## src/rtl/layer_scheduler.sv

```systemverilog
// Runs one shared neuron MAC engine over every neuron of a fully-connected layer.
// Each result is requantized (shift, optional ReLU, saturate) into its own output slot.
module layer_scheduler #(
  parameter int OUT_SIZE  = 10,
  parameter int WIDTH_OUT = 32,
  parameter int WIDTH_Q   = 8,
  parameter int SHIFT     = 8,
  parameter int RELU      = 1,
  localparam int IDX_W    = (OUT_SIZE > 1) ? $clog2(OUT_SIZE) : 1
) (
  input  logic                        clk,
  input  logic                        reset,
  input  logic                        layer_go,
  output logic                        layer_busy,
  output logic                        layer_done,
  output logic                        neuron_go,
  input  logic                        neuron_done,
  input  logic signed [WIDTH_OUT-1:0] neuron_out,
  output logic [IDX_W-1:0]            neuron_idx,
  output logic [WIDTH_Q*OUT_SIZE-1:0] layer_out
);

  typedef enum logic [1:0] {
    IDLE  = 2'd0,
    ISSUE = 2'd1,
    WAIT  = 2'd2,
    DONE  = 2'd3
  } state_t;

  localparam logic [IDX_W-1:0] LAST_IDX = IDX_W'(OUT_SIZE - 1);
  localparam logic signed [WIDTH_OUT-1:0] QMAX = WIDTH_OUT'((2 ** (WIDTH_Q - 1)) - 1);
  localparam logic signed [WIDTH_OUT-1:0] QMIN = WIDTH_OUT'(-(2 ** (WIDTH_Q - 1)));

  state_t                      state_q, state_d;
  logic [IDX_W-1:0]            idx_q, idx_d;
  logic [WIDTH_Q*OUT_SIZE-1:0] out_q, out_d;
  logic [WIDTH_Q-1:0]          quant;

  // The low WIDTH_Q bits of QMAX/QMIN are exactly the saturated codes, so one slice serves all cases.
  function automatic logic [WIDTH_Q-1:0] requant(input logic signed [WIDTH_OUT-1:0] x);
    logic signed [WIDTH_OUT-1:0] s;
    s = x >>> SHIFT;
    if (RELU != 0 && s[WIDTH_OUT-1]) s = '0;
    if (s > QMAX)      s = QMAX;
    else if (s < QMIN) s = QMIN;
    return s[WIDTH_Q-1:0];
  endfunction

  assign quant = requant(neuron_out);

  always_ff @(posedge clk or posedge reset) begin
    if (reset) begin
      state_q <= IDLE;
      idx_q   <= '0;
      out_q   <= '0;
    end else begin
      state_q <= state_d;
      idx_q   <= idx_d;
      out_q   <= out_d;
    end
  end

  always_comb begin
    state_d = state_q;
    idx_d   = idx_q;
    out_d   = out_q;
    case (state_q)
      IDLE: begin
        if (layer_go) begin
          state_d = ISSUE;
          idx_d   = '0;
        end
      end
      ISSUE: state_d = WAIT;
      WAIT: begin
        if (neuron_done) begin
          for (int k = 0; k < OUT_SIZE; k++) begin
            if (k == int'(idx_q)) out_d[k*WIDTH_Q +: WIDTH_Q] = quant;
          end
          // The index only advances here, so it is stable from ISSUE through the capture.
          if (idx_q == LAST_IDX) begin
            state_d = DONE;
          end else begin
            idx_d   = idx_q + IDX_W'(1);
            state_d = ISSUE;
          end
        end
      end
      DONE:    state_d = IDLE;
      default: state_d = IDLE;
    endcase
  end

  assign layer_busy = (state_q != IDLE);
  assign neuron_go  = (state_q == ISSUE);
  assign layer_done = (state_q == DONE);
  assign neuron_idx = idx_q;
  assign layer_out  = out_q;

endmodule

```

## config.mk

```make
export PLATFORM = sky130hd
export DESIGN_NAME = layer_scheduler
export DESIGN_NICKNAME = d
export VERILOG_FILES = /design/src/rtl/layer_scheduler.sv
export SDC_FILE = /design/constraint.sdc
export NUM_CORES = 1
export LEC_CHECK = 0
export ABC_AREA = 1
export BUFFER_PORTS_ARGS = -buffer_cell sky130_fd_sc_hd__clkbuf_2
export CAP_MARGIN = 25
export CELL_PAD_IN_SITES_DETAIL_PLACEMENT = 1
export CELL_PAD_IN_SITES_GLOBAL_PLACEMENT = 1
export CORE_UTILIZATION = 41
export CTS_BUF_LIST = sky130_fd_sc_hd__clkbuf_4 sky130_fd_sc_hd__clkbuf_8
export CTS_CLUSTER_DIAMETER = 120
export DETAILED_ROUTE_END_ITERATION = 8
export PLACE_DENSITY_LB_ADDON = 0.1
export SETUP_SLACK_MARGIN = 0.15
export SKIP_LAST_GASP = 1
export SLEW_MARGIN = 20
export SYNTH_ARGS = -nofsm -noshare
export SYNTH_HDL_FRONTEND = slang
export SYNTH_SLANG_ARGS = --single-unit
```

## constraint.sdc

```tcl
create_clock -name clk -period 7.8 [get_ports clk]
set_input_delay 1.56 -clock clk [delete_from_list [all_inputs] [get_ports clk]]
set_output_delay 1.56 -clock clk [all_outputs]
set_load 0.02 [all_outputs]
```

# Word-level counts from Yosys, hierarchy flattened
# Cells that the tools add are included.
[totals]
regBits = 86
latchBits = 0
mem_bits_rw = 0
romBits = 0
input_bits = 36
output_inout_bits = 87
mem_count = 0
[op_classes]
addsub = 1
n_mul = 0
div = 0
magnitude_cmp = 2
n_eq_ne = 16
shift = 0
mux = 11
n_bitwise = 0
n_reduce_logical = 16
[ops]
columns = ["cell", "n"]
rows = [
  ["AND reduction 3 bit", 10],
  ["== test 4 bit (first input constant)", 6],
  ["less-than comparator 24 x 8 -> 1 bit (second input constant)", 1],
  ["> comparator 23 x 7 -> 1 bit (second input constant)", 1],
  ["two-way mux 23 bit", 1],
  ["two-way mux 8 bit", 2],
  ["two-way mux 4 bit", 3],
  ["== test 3 x 4 -> 1 bit (first input constant)", 2],
  ["case mux 2 bit (4 select lines)", 1],
  ["case mux 4 bit (2 select lines)", 1],
  ["two-way mux 2 bit", 3],
  ["inequality test 2 bit (second input constant)", 3],
  ["adder 4 x 1 -> 4 bit (second input constant)", 1],
  ["== test 2 bit (second input constant)", 2],
  ["== test 2 x 4 -> 1 bit (first input constant)", 1],
  ["== test 4 bit (second input constant)", 1],
  ["logical NOT 4 bit", 1],
  ["AND reduction 4 bit", 1],
  ["nonzero test 2 bit", 2],
  ["== test 2 x 1 -> 1 bit (second input constant)", 1],
  ["logical NOT 2 bit", 1],
  ["AND reduction 2 bit", 1],
]

# Logic depth before layout (Yosys ltp)
# Gate-level depths: netlist (run 1).
[depth]
depth_word = 4
depth_mapped = 7
mapped_depth_nobuf = 7

# Worst setup path before layout (run 1)
# OpenSTA, ideal clock, no wires.
[synth_path]
path_type = "input port to flip-flop"
start = "input neuron_out[24]"
end = "register out_q[2] (netlist: layer_out[2])"
setup_ns = 0.118
arrival_time_ns = 2.379
required_ns = 7.682
setup_slack_ns = 5.303
path_stages = 6
path_buffers = 0
path_cell_list = "nor2_1 -> nand2_1 -> nor2_4 -> nand3_4 -> nand3_1 -> nand2_1"
[synth_between]
elab_chain_len = 4
word_cells_on_any_way = 5
cone_classes = "order compare: 2; mux: 3"
[synth_lines]
columns = ["item", "line_no", "text"]
rows = [
  ["from (decl)", "18", "input logic signed [WIDTH_OUT-1:0] neuron_out,"],
  ["two-way mux 23 bit *", "43", "if (RELU != 0 && s[WIDTH_OUT-1]) s = '0;"],
  ["less-than comparator 24 x 8 -> 1 bit", "45", "else if (s < QMIN) s = QMIN;"],
  ["two-way mux 8 bit", "45", ""],
  ["two-way mux 8 bit *", "44", "if (s > QMAX) s = QMAX;"],
  ["to (signal assigned)", "59", "out_q <= out_d;"],
  ["to (decl)", "36", "logic [WIDTH_Q*OUT_SIZE-1:0] out_q, out_d;"],
]
# Mark *: on every way between the ends. The rest lies on a longest branch, timed or not.
# A chain may end at the register's enable or synchronous reset.

# Worst setup path after layout (run 1)
[layout_path]
start = "register state_q[0]"
end = "output neuron_go"
[layout_between]
elab_chain_len = 1
[layout_lines]
columns = ["item", "line_no", "text"]
rows = [
  ["from (decl)", "34", "state_t state_q, state_d;"],
  ["from (signal assigned)", "57", "state_q <= state_d;"],
  ["== test 2 x 1 -> 1 bit", "95", "assign neuron_go = (state_q == ISSUE);"],
  ["to (decl)", "16", "output logic neuron_go,"],
]
# Every way passes these cells.

==> impl_metrics.ini, run 1 <==
[status]
outcome = finished, violations left
failed_checks = design-rule violations

[placement]
weighted_congestion_at_the_end_of_routability_driven_global_placement = 0.750
dp_slack_ns = 4.97
detailed_place_hpwl_um = 7090
io_buffer_count = 114

[cts]
cts_max_path_buffers = 2
cts_hold_buf = 0
clock_pin_slew_on_the_worst_setup_and_hold_paths_ns = 0.09
post_cts.resized_instances = 0
tritoncts.num_buffers = 9
clock_insertion_delay_worst_skew_ns = 0.36
cts-root-buf = clkbuf_8
numClockSinks = 86
number_of_buffers_inserted_by_post_cts_setup_repair = 0
htreeDepth = 3
clock_tree_from_tritoncts = done

[pwr]
netSwitchingPower_w = 0.000482
worst_ir_drop_on_vdd_mv = 0.169
sequentialPowerShare_pct = 43.5
cellLeakagePower_nw = 2.70
clock_network_fraction_of_total_power_pct = 28.1
combPwrFrac_pct = 28.4
power.share.switching_pct = 36.0
cell_internal_pwr_w = 0.000857
power.density_nw_per_um2 = 280

[cells_and_area]
antennaDiodeCount = 0
nNetsFinal = 587
layout.cells.most_common = nand2_1
n_fill_cell = 1107
multi_input_combinational_cell_area_um2 = 1480
post_route_cells_drive_above_1_share_pct = 31.4
layout-area-overhead-vs-synth_pct = 25.2
ff_latch_area_um2 = 2150
layout_common_cells = nand2_1 (159), clkbuf_2 (114), dfrtp_1 (86)

[routing]
drt_first_iter_violations = 137
detail_route.vias_per_cell = 5.01
met2WireLength_um = 4970
route.layer.met1.wl_um = 4740
detail-route-antenna-nets = 0
vias = 3304
detail_route.drc_violations = 10
drt-pass1-iter-count = 8
detailroute.wirelength.met3_um = 442
routed.top_layer = met4
postRouteWirelength_um = 10300
wl_per_cell_um = 15.6

[synthesis]
postSynthAreaPerCell_um2 = 8.97
area_fraction_in_compound_gates_after_synthesis_pct = 0.655
synth_xor_xnor_area_share_pct = 0.229
synth_seq_area_share_pct = 56.3
yosys.area_share.simple_pct = 36.7
netlist_instances = 426
post_synth_mux_area_share_pct = 0
ys_warn_count = 0
synth_cell_types = 19
postSynthRegisterBits = 86
post_synth_fa_ha_maj_area_fraction_pct = 1.31
postSynthNetCount = 466
mappedNetlistArea_um2 = 3820
dominant_combinational_cell_family_by_area_after_synthesis = simple AND/OR/NAND/NOR gates

[setup_path]
timing.rr.end = layer_out[48]$_DFFE_PP0P_
timing.reg2reg.worst_path_depth = 7
reg2reg_setup_slack_ns = 6.27
critical_path_class = reg2out
crit_required_ns = 6.24
r2r_start = neuron_idx[0]$_DFFE_PP0P_
cp-end-kind = primary output
critPathMaxFanout = 5
setup.worst_path.start_class = flip-flop
cp.arrival_ns = 1.27

[die]
placeableCoreArea_um2 = 8890
floorplan.die_area_um2 = 9710
start_util_pct = 43.0
ioPinCount = 123
placement_rows = 34
die_h_um = 98.5
dieWidth_um = 98.5

[grt]
antenna_violations_before_repair = 0
grt.overflow.total = 0
grt_first_pass_wirelength_um = 16900
vias_in_the_first_global_route = 3325
gr-usage-all-layers_pct = 22.4
grt_max_degree = 54

[sta]
timing.clock.skew_ns = 0.00654
relSlewSlack_pct = 53.3
final.min_clock_period_ns = 2.83
tightestPinTransition_ns = 0.700
hold_viol_final = 0
tns_ns = 0
timing.final.ws_setup_ns = 4.97
timing.final.crit_share_pct = 36.3
timing.final.max_slew_violations = 0
report.final.setup_viol = 0
fmax_ghz = 0.353
rsz0062_at_grt = no

[job]
max_cap_viol_count = 0

[worst_hold_path]
timing.hold.worst_endpoint = layer_out[31]$_DFFE_PP0P_
worstHoldPathType = reg2reg
worstHoldStart = layer_out[31]$_DFFE_PP0P_
worstHoldPathCells = 2
## power groups by stage
stage | registers, W | logic [W] | clock network (W)
finish | 0.000582 | 0.000381 | 0.000376
global route | 0.000591 | 0.000416 | 0.000401
CTS | 0.000582 | 0.000388 | 0.000382
detailed placement | 0.000590 | 0.000384 | 0
global placement | 0.000587 | 0.000370 | 0
floorplan | 0.000676 | 0.000155 | 0
## synthesized netlist by cell type
library cell  count  area [µm²]
a21oi_1           1        5.00
buf_1             5        18.8
clkbuf_1          2        7.51
dfrtp_1          86        2150
ha_1              4        50.1
inv_1            29         109
inv_2            13        48.8
nand2_1         159         597
nand3_1          73         365
nand3_2           2        20.0
nand3_4           9         158
nor2_1           22        82.6
nor2_2            1        6.26
nor2_4           12         135
nor2_8            1        20.0
nor3_2            1        10.0
o21ai_0           4        20.0
or2_2             1        6.26
xor2_1            1        8.76
## metrics by stage
| stage | utilization, % | cells | hold WS [ns] | cell area, µm² | power, W |
|---|---|---|---|---|---|
| after floorplan | - | 426 | 0.574 | 3820 | 0.000832 |
| after global placement | 50.7 | 642 | 0.451 | 4510 | 0.000957 |
| after detailed placement | 51.2 | 644 | 0.452 | 4550 | 0.000974 |
| after CTS | 53.8 | 659 | 0.475 | 4780 | 0.00135 |
| after global routing | 53.8 | 659 | 0.505 | 4780 | 0.00141 |
| final | 53.8 | 659 | 0.471 | 4780 | 0.00134 |
## routing by layer
metal / global-route usage (%) / vias to the layer above
met2: 37.6 / 83
li1: - / 1578
met4: 7.23 / 0
met1: 29.9 / 1632
met3: 3.33 / 11
met5: 0 / -
## cells by family after synthesis
| family | after synthesis |
|---|---|
| xor+xnor | 1 |
| fa+ha+maj | 4 |
| flops | 86 |
| compound gates | 5 |
| buf+inv | 49 |
| simple gates | 281 |
## flip-flops by register name, indices dropped and copies added (netlist names)
register	cells
state_q	2
neuron_idx	4
layer_out	80
## critical path, cell delays in order, from the launching register on
cell and delay (ns):
dfrtp_1 0.48, inv_2 0.10, nor2_1 0.14, clkbuf_2 0.19
## final cells by class
class | count | share of cell area (%)
Timing Repair Buffer | 117 | 12.9
Clock inverter | 6 | 2.33
Inverter | 42 | 3.32
Tap cell | 108 | 2.83
Multi-Input combinational cell | 291 | 31.0
Clock buffer | 9 | 2.59
Sequential cell | 86 | 45.0
## worst max path at each step
| stage | startpoint | slack [ns] | endpoint |
|---|---|---|---|
| after floorplan | reset | 4.02 | layer_out[0]$_DFFE_PP0P_ |
| after global placement | neuron_out[31] | 4.97 | layer_out[67]$_DFFE_PP0P_ |
| after detailed placement | neuron_out[24] | 4.97 | layer_out[58]$_DFFE_PP0P_ |
| after CTS | state_q[0]$_DFFE_PP0P_ | 4.96 | neuron_go |
| after global routing | state_q[0]$_DFFE_PP0P_ | 4.90 | neuron_go |
| final | state_q[0]$_DFFE_PP0P_ | 4.97 | neuron_go |
(Power assumes the default switching activity.)
==> inputs of run 2 (changes only) <==
--- a/config.mk
+++ b/config.mk
@@ -5,12 +5,12 @@
 export SDC_FILE = /design/constraint.sdc
 export NUM_CORES = 1
 export LEC_CHECK = 0
-export ABC_AREA = 1
+export ABC_AREA = 0
 export BUFFER_PORTS_ARGS = -buffer_cell sky130_fd_sc_hd__clkbuf_2
 export CAP_MARGIN = 25
 export CELL_PAD_IN_SITES_DETAIL_PLACEMENT = 1
 export CELL_PAD_IN_SITES_GLOBAL_PLACEMENT = 1
-export CORE_UTILIZATION = 41
+export CORE_UTILIZATION = 36
 export CTS_BUF_LIST = sky130_fd_sc_hd__clkbuf_4 sky130_fd_sc_hd__clkbuf_8
 export CTS_CLUSTER_DIAMETER = 120
 export DETAILED_ROUTE_END_ITERATION = 8
==> constraint.sdc (replaced) <==
create_clock -name clk -period 2.6 [get_ports clk]
set_input_delay 0.52 -clock clk [delete_from_list [all_inputs] [get_ports clk]]
set_output_delay 0.52 -clock clk [all_outputs]
set_load 0.02 [all_outputs]
==> impl_metrics.ini, run 2 <==
[status]
outcome = finished, final reports clean

[synthesis]
synth_top_cell_area_share_pct = 61.9
ys_warn_count = 0
ys_top_cells_by_area = dfrtp_1 (62%), a22o_1 (18%), and2_1 (2.2%), nor2_4 (1.6%), buf_2 (1.4%)
async_set_or_reset_register_ratio_after_synthesis_pct = 100
netlist_instances = 250
yosys_most_used_dff = dfrtp_1
postSynthNetCount = 290
synth-edff-count = 0
synthMostInstantiatedCell = dfrtp_1
post-synth-top-area-cell = dfrtp_1
synth_cell_types = 36
postSynthAreaPerCell_um2 = 13.9
synth_seq_area_share_pct = 61.9
postSynthRegisterBits = 86
synth.cells.most_frequent = dfrtp_1 (86), a22o_1 (70), and2_1 (12), buf_2 (10), or2_0 (7)
mappedNetlistArea_um2 = 3480

[pwr]
power.share.switching_pct = 34.2
combPwrFrac_pct = 28.1
cellLeakagePower_nw = 2.30
netSwitchingPower_w = 0.00127
worst_ir_drop_on_vdd_mv = 0.265
sequentialPowerShare_pct = 47.0
clock_network_fraction_of_total_power_pct = 24.9
cell_internal_pwr_w = 0.00244
power.density_nw_per_um2 = 851

[cts]
cts_hold_buf = 0
htreeDepth = 3
tritoncts.num_buffers = 9
number_of_buffers_inserted_by_post_cts_setup_repair = 0
clock_pin_slew_on_the_worst_setup_and_hold_paths_ns = 0.09
post_cts.resized_instances = 0
numClockSinks = 86
clock_tree_from_tritoncts = done
clock_insertion_delay_worst_skew_ns = 0.35
cts-root-buf = clkbuf_8
cts_max_path_buffers = 2

[setup_path]
cp.arrival_ns = 1.41
timing.rr.end = layer_out[0]$_DFFE_PP0P_
cp-end-kind = primary output
critPathMaxFanout = 8
crit_required_ns = 2.08
reg2reg_setup_slack_ns = 0.78
critical_path.endpoint = neuron_go
worst_setup_path_startpoint = state_q[0]$_DFFE_PP0P_
critical_path_class = reg2out
timing.reg2reg.worst_path_depth = 6
setup.worst_path.start_class = flip-flop
r2r_start = neuron_idx[0]$_DFFE_PP0P_

[cells_and_area]
post_route_cells_drive_above_1_share_pct = 43.2
antennaDiodeCount = 0
fin_util_pct = 47.0
layout-area-overhead-vs-synth_pct = 25.4
layout_common_cells = clkbuf_2 (114), dfrtp_1 (86), a22o_1 (70)
layout.cells.most_common = clkbuf_2
largest_register_ffs = 80
final_cell_count_no_fill = 497
nNetsFinal = 404

[sta]
timing.final.max_slew_violations = 0
final.hold.worst_slack_ns = 0.225
relSlewSlack_pct = 31.1
hold_viol_final = 0
tns_ns = 0
tightestPinTransition_ns = 1.03
fmax_ghz = 0.518
timing.clock.skew_ns = 0.0161
rsz0062_at_grt = no
timing.final.crit_share_pct = 74.2
timing.final.ws_setup_ns = 0.670
report.final.setup_viol = 0
final.min_clock_period_ns = 1.93

[die]
placement_rows = 35
placeableCoreArea_um2 = 9280
ioPinCount = 123
floorplan.die_area_um2 = 10100
dieWidth_um = 100
die_h_um = 100
start_util_pct = 37.5

[routing]
routed.top_layer = met4
drt-pass1-iter-count = 4
vias = 2525
detailroute.wirelength.met3_um = 459
detail-route-antenna-nets = 0
detail_route.drc_violations = 0
met2WireLength_um = 4180
wl_per_cell_um = 18.0
detail_route.vias_per_cell = 5.08
route.layer.met1.wl_um = 4220
postRouteWirelength_um = 8950
drt_first_iter_violations = 88

[grt]
gr-usage-all-layers_pct = 19.4
vias_in_the_first_global_route = 2623
grt_max_degree = 42
grt_first_pass_wirelength_um = 14700
antenna_violations_before_repair = 0
grt.overflow.total = 0

[worst_hold_path]
worstHoldPathType = in2async

[placement]
weighted_congestion_at_the_end_of_routability_driven_global_placement = 0.707
io_buffer_count = 114
place_inst = 482
dp_slack_ns = 0.288
detailed_place_hpwl_um = 6220

[job]
max_cap_viol_count = 0
## run 2: cell families after synthesis
family / synth area share, %
AND/OR/NAND/NOR: 13.7
buffers and inverters: 2.95
flip-flops: 61.9
multiplexers: 1.04
AO/OA/AOI/OAI: 19.0
adder cells (fa/ha/maj): 1.44
## run 2: power by group through the flow
stage	Combinational (W)	Sequential (W)	Clock, W
final	0.00104	0.00175	0.000924
after global routing	0.00113	0.00178	0.00100
after CTS	0.00106	0.00175	0.000955
after detailed placement	0.00105	0.00178	0
after global placement	0.00104	0.00178	0
after floorplan	0.000473	0.00200	0
## run 2: critical path, cell delays in order (launching register included)
cell and delay, ns:
dfrtp_1 0.58, inv_1 0.16, nor2_1 0.15, clkbuf_2 0.19
## run 2: worst min-delay path by stage
stage | endpoint | depth (start not counted) | slack, ns | startpoint
floorplan | neuron_idx[1]$_DFFE_PP0P_ | 3 | 0.59 | state_q[1]$_DFFE_PP0P_
global placement | layer_out[39]$_DFFE_PP0P_ | 1 | 0.47 | layer_out[39]$_DFFE_PP0P_
finish | layer_out[55]$_DFFE_PP0P_ | 2 | 0.22 | reset
global route | layer_out[55]$_DFFE_PP0P_ | 2 | 0.26 | reset
detailed placement | layer_out[31]$_DFFE_PP0P_ | 1 | 0.47 | layer_out[31]$_DFFE_PP0P_
CTS | layer_out[56]$_DFFE_PP0P_ | 2 | 0.23 | reset
## run 2: final cells by class
class,instances,area (µm²)
clock buffers,10,131
clock inverters,5,58.8
fillers,1030,4920
repair buffers,117,606
flip-flops and latches,86,2150
multi-input cells,145,1230
inverters,5,22.5
well taps,129,161
## run 2: layer usage
layer / vias to the layer above / global-route usage (%)
met5: - / 0
met4: 0 / 5.69
met3: 10 / 3.76
met2: 86 / 30.1
met1: 1271 / 27.6
li1: 1158 / -
## run 2: stage by stage
stage | area, µm² | power [W]
detailed placement | 4170 | 0.00283
finish | 4360 | 0.00371
global placement | 4170 | 0.00281
floorplan | 3480 | 0.00247
global route | 4360 | 0.00392
CTS | 4360 | 0.00377
==> inputs of run 3 (changes only) <==
--- a/config.mk
+++ b/config.mk
@@ -5,12 +5,12 @@
 export SDC_FILE = /design/constraint.sdc
 export NUM_CORES = 1
 export LEC_CHECK = 0
-export ABC_AREA = 0
+export ABC_AREA = 1
 export BUFFER_PORTS_ARGS = -buffer_cell sky130_fd_sc_hd__clkbuf_2
 export CAP_MARGIN = 25
 export CELL_PAD_IN_SITES_DETAIL_PLACEMENT = 1
 export CELL_PAD_IN_SITES_GLOBAL_PLACEMENT = 1
-export CORE_UTILIZATION = 36
+export CORE_UTILIZATION = 35
 export CTS_BUF_LIST = sky130_fd_sc_hd__clkbuf_4 sky130_fd_sc_hd__clkbuf_8
 export CTS_CLUSTER_DIAMETER = 120
 export DETAILED_ROUTE_END_ITERATION = 8
==> constraint.sdc (replaced) <==
create_clock -name clk -period 1.6 [get_ports clk]
set_input_delay 0.32 -clock clk [delete_from_list [all_inputs] [get_ports clk]]
set_output_delay 0.32 -clock clk [all_outputs]
set_load 0.02 [all_outputs]
==> impl_metrics.ini, run 3 (synthesis gave the netlist of run 1 again) <==
[routing]
drt-pass1-iter-count = 4
wl_per_cell_um = 15.8
detail_route.vias_per_cell = 4.80
vias = 3466
drt_first_iter_violations = 118
detail_route.drc_violations = 0
detail-route-antenna-nets = 0
postRouteWirelength_um = 11400

[grt]
grt_first_pass_wirelength_um = 17900
vias_in_the_first_global_route = 3443
grt.overflow.total = 0
gr-usage-all-layers_pct = 20.5
grt_max_degree = 87
antenna_violations_before_repair = 0

[sta]
timing.final.max_slew_violations = 0
timing.clock.skew_ns = 0.0144
rsz0062_at_grt = yes
tightestPinTransition_ns = 0.483
tns_ns = 0
report.final.setup_viol = 0
final.min_clock_period_ns = 1.46
hold_viol_final = 0
timing.final.crit_share_pct = 91.0
relSlewSlack_pct = 67.8
fmax_ghz = 0.687

[setup_path]
r2r_start = neuron_idx[0]$_DFFE_PP0P_
cp-end-kind = primary output
cp.arrival_ns = 1.14
crit_required_ns = 1.28
timing.rr.end = layer_out[51]$_DFFE_PP0P_
setup.worst_path.start_class = flip-flop
timing.reg2reg.worst_path_depth = 7
reg2reg_setup_slack_ns = 0.16
worst_setup_path_startpoint = state_q[0]$_DFFE_PP0P_
critical_path_class = reg2out
critical_path.endpoint = layer_busy
critPathMaxFanout = 4

[cells_and_area]
nNetsFinal = 621
n_fill_cell = 1286
antennaDiodeCount = 0
ff_latch_area_um2 = 2160
layout-area-overhead-vs-synth_pct = 37.0
layout.cells.most_common = nand2_1
post_route_cells_drive_above_1_share_pct = 38.1
layout_common_cells = nand2_1 (156), clkbuf_2 (110), dfrtp_1 (82)
largest_register_ffs = 80
postLayoutCellArea_um2 = 5230
multi_input_combinational_cell_area_um2 = 1550

[worst_hold_path]
worstHoldPathType = in2async

[cts]
cts-root-buf = clkbuf_8
cts_hold_buf = 0
cts_max_path_buffers = 2
htreeDepth = 3
clock_insertion_delay_worst_skew_ns = 0.36
tritoncts.num_buffers = 9
numClockSinks = 86
clock_pin_slew_on_the_worst_setup_and_hold_paths_ns = 0.10
clock_tree_from_tritoncts = done

[pwr]
report.power.total_w = 0.00647
power.density_nw_per_um2 = 1240
worst_ir_drop_on_vdd_mv = 0.681
cellLeakagePower_nw = 2.90

[status]
outcome = finished, final reports clean

[die]
placement_rows = 37
dieWidth_um = 106
ioPinCount = 123
placeableCoreArea_um2 = 10500
die_h_um = 106
floorplan.die_area_um2 = 11300
start_util_pct = 36.5

[placement]
placedInstanceArea_um2 = 4630
detailed_place_hpwl_um = 7240
io_buffer_count = 114
weighted_congestion_at_the_end_of_routability_driven_global_placement = 0.749

[job]
max_cap_viol_count = 0
-- run 3: cell count changes in the layout (fill, tap and decap cells not counted), sizes merged, moves of 5 or more --
cell / before / now
a22o: 70 / 0
inv: 5 / 42
nand4: 5 / 0
or2: 9 / 1
buf: 3 / 41
nor2: 16 / 36
nand2: 4 / 159
and2: 13 / 0
nand3: 4 / 84
-- run 3: routing by layer --
layer	track usage, %	vias to the layer above	wire length, µm
li1	-	1649	-
met3	3.62	5	505
met5	0	-	0
met1	27.2	1731	5050
met2	34.7	81	5780
met4	4.70	0	60
-- run 3: worst min path at each step --
stage / start / end / slack (ns) / depth (start not counted)
floorplan: neuron_done / state_q[1]$_DFFE_PP0P_ / 0.49 / 3
global placement: layer_out[23]$_DFFE_PP0P_ / layer_out[23]$_DFFE_PP0P_ / 0.45 / 2
detailed placement: layer_out[19]$_DFFE_PP0P_ / layer_out[19]$_DFFE_PP0P_ / 0.47 / 2
CTS: reset / layer_out[32]$_DFFE_PP0P_ / 0.09 / 3
global route: reset / layer_out[39]$_DFFE_PP0P_ / 0.08 / 3
finish: reset / layer_out[32]$_DFFE_PP0P_ / 0.04 / 3
-- run 3: cell type report --
cell class                 instances  share of cell area [%]
multi-input combinational        291                    29.6
timing repair buffer             151                    19.1
sequential                        86                    41.2
clock buffer                      10                    2.51
inverter                          42                    3.47
clock inverter                     6                   0.909
tap                              136                    3.25
-- run 3: worst max-delay path: stages, from the launching register on --
cell     delay, ns
dfrtp_2       0.47
inv_4         0.11
nand2_2       0.08
buf_8         0.13
-- run 3: what timing repair did --
item,4_1_cts,5_1_grt
pin swaps,7,11
gates resized for setup,15,37
buffers inserted,22,10
endpoints found under the setup margin,75,83
-- run 3: power breakdown --
group	internal, W	leakage (nW)	switching, W
combinational	0.000806	1.67	0.00137
clock	0.000593	0.0903	0.000827
sequential	0.00257	1.13	0.000296
total	0.00397	2.90	0.00249
-- run 3: per-stage QoR --
| step | setup slack, ns | hold WS, ns | utilization [%] | cells |
|---|---|---|---|---|
| 2_1_floorplan | 0.197 | 0.492 | - | 426 |
| 3_3_place_gp | 0.102 | 0.450 | 44.2 | 674 |
| 3_5_place_dp | 0.0436 | 0.466 | 44.2 | 674 |
| 4_1_cts | 0.116 | 0.0869 | 48.2 | 712 |
| 5_1_grt | 0.0886 | 0.0772 | 50.0 | 722 |
| 6_report | 0.144 | 0.0382 | 50.0 | 722 |
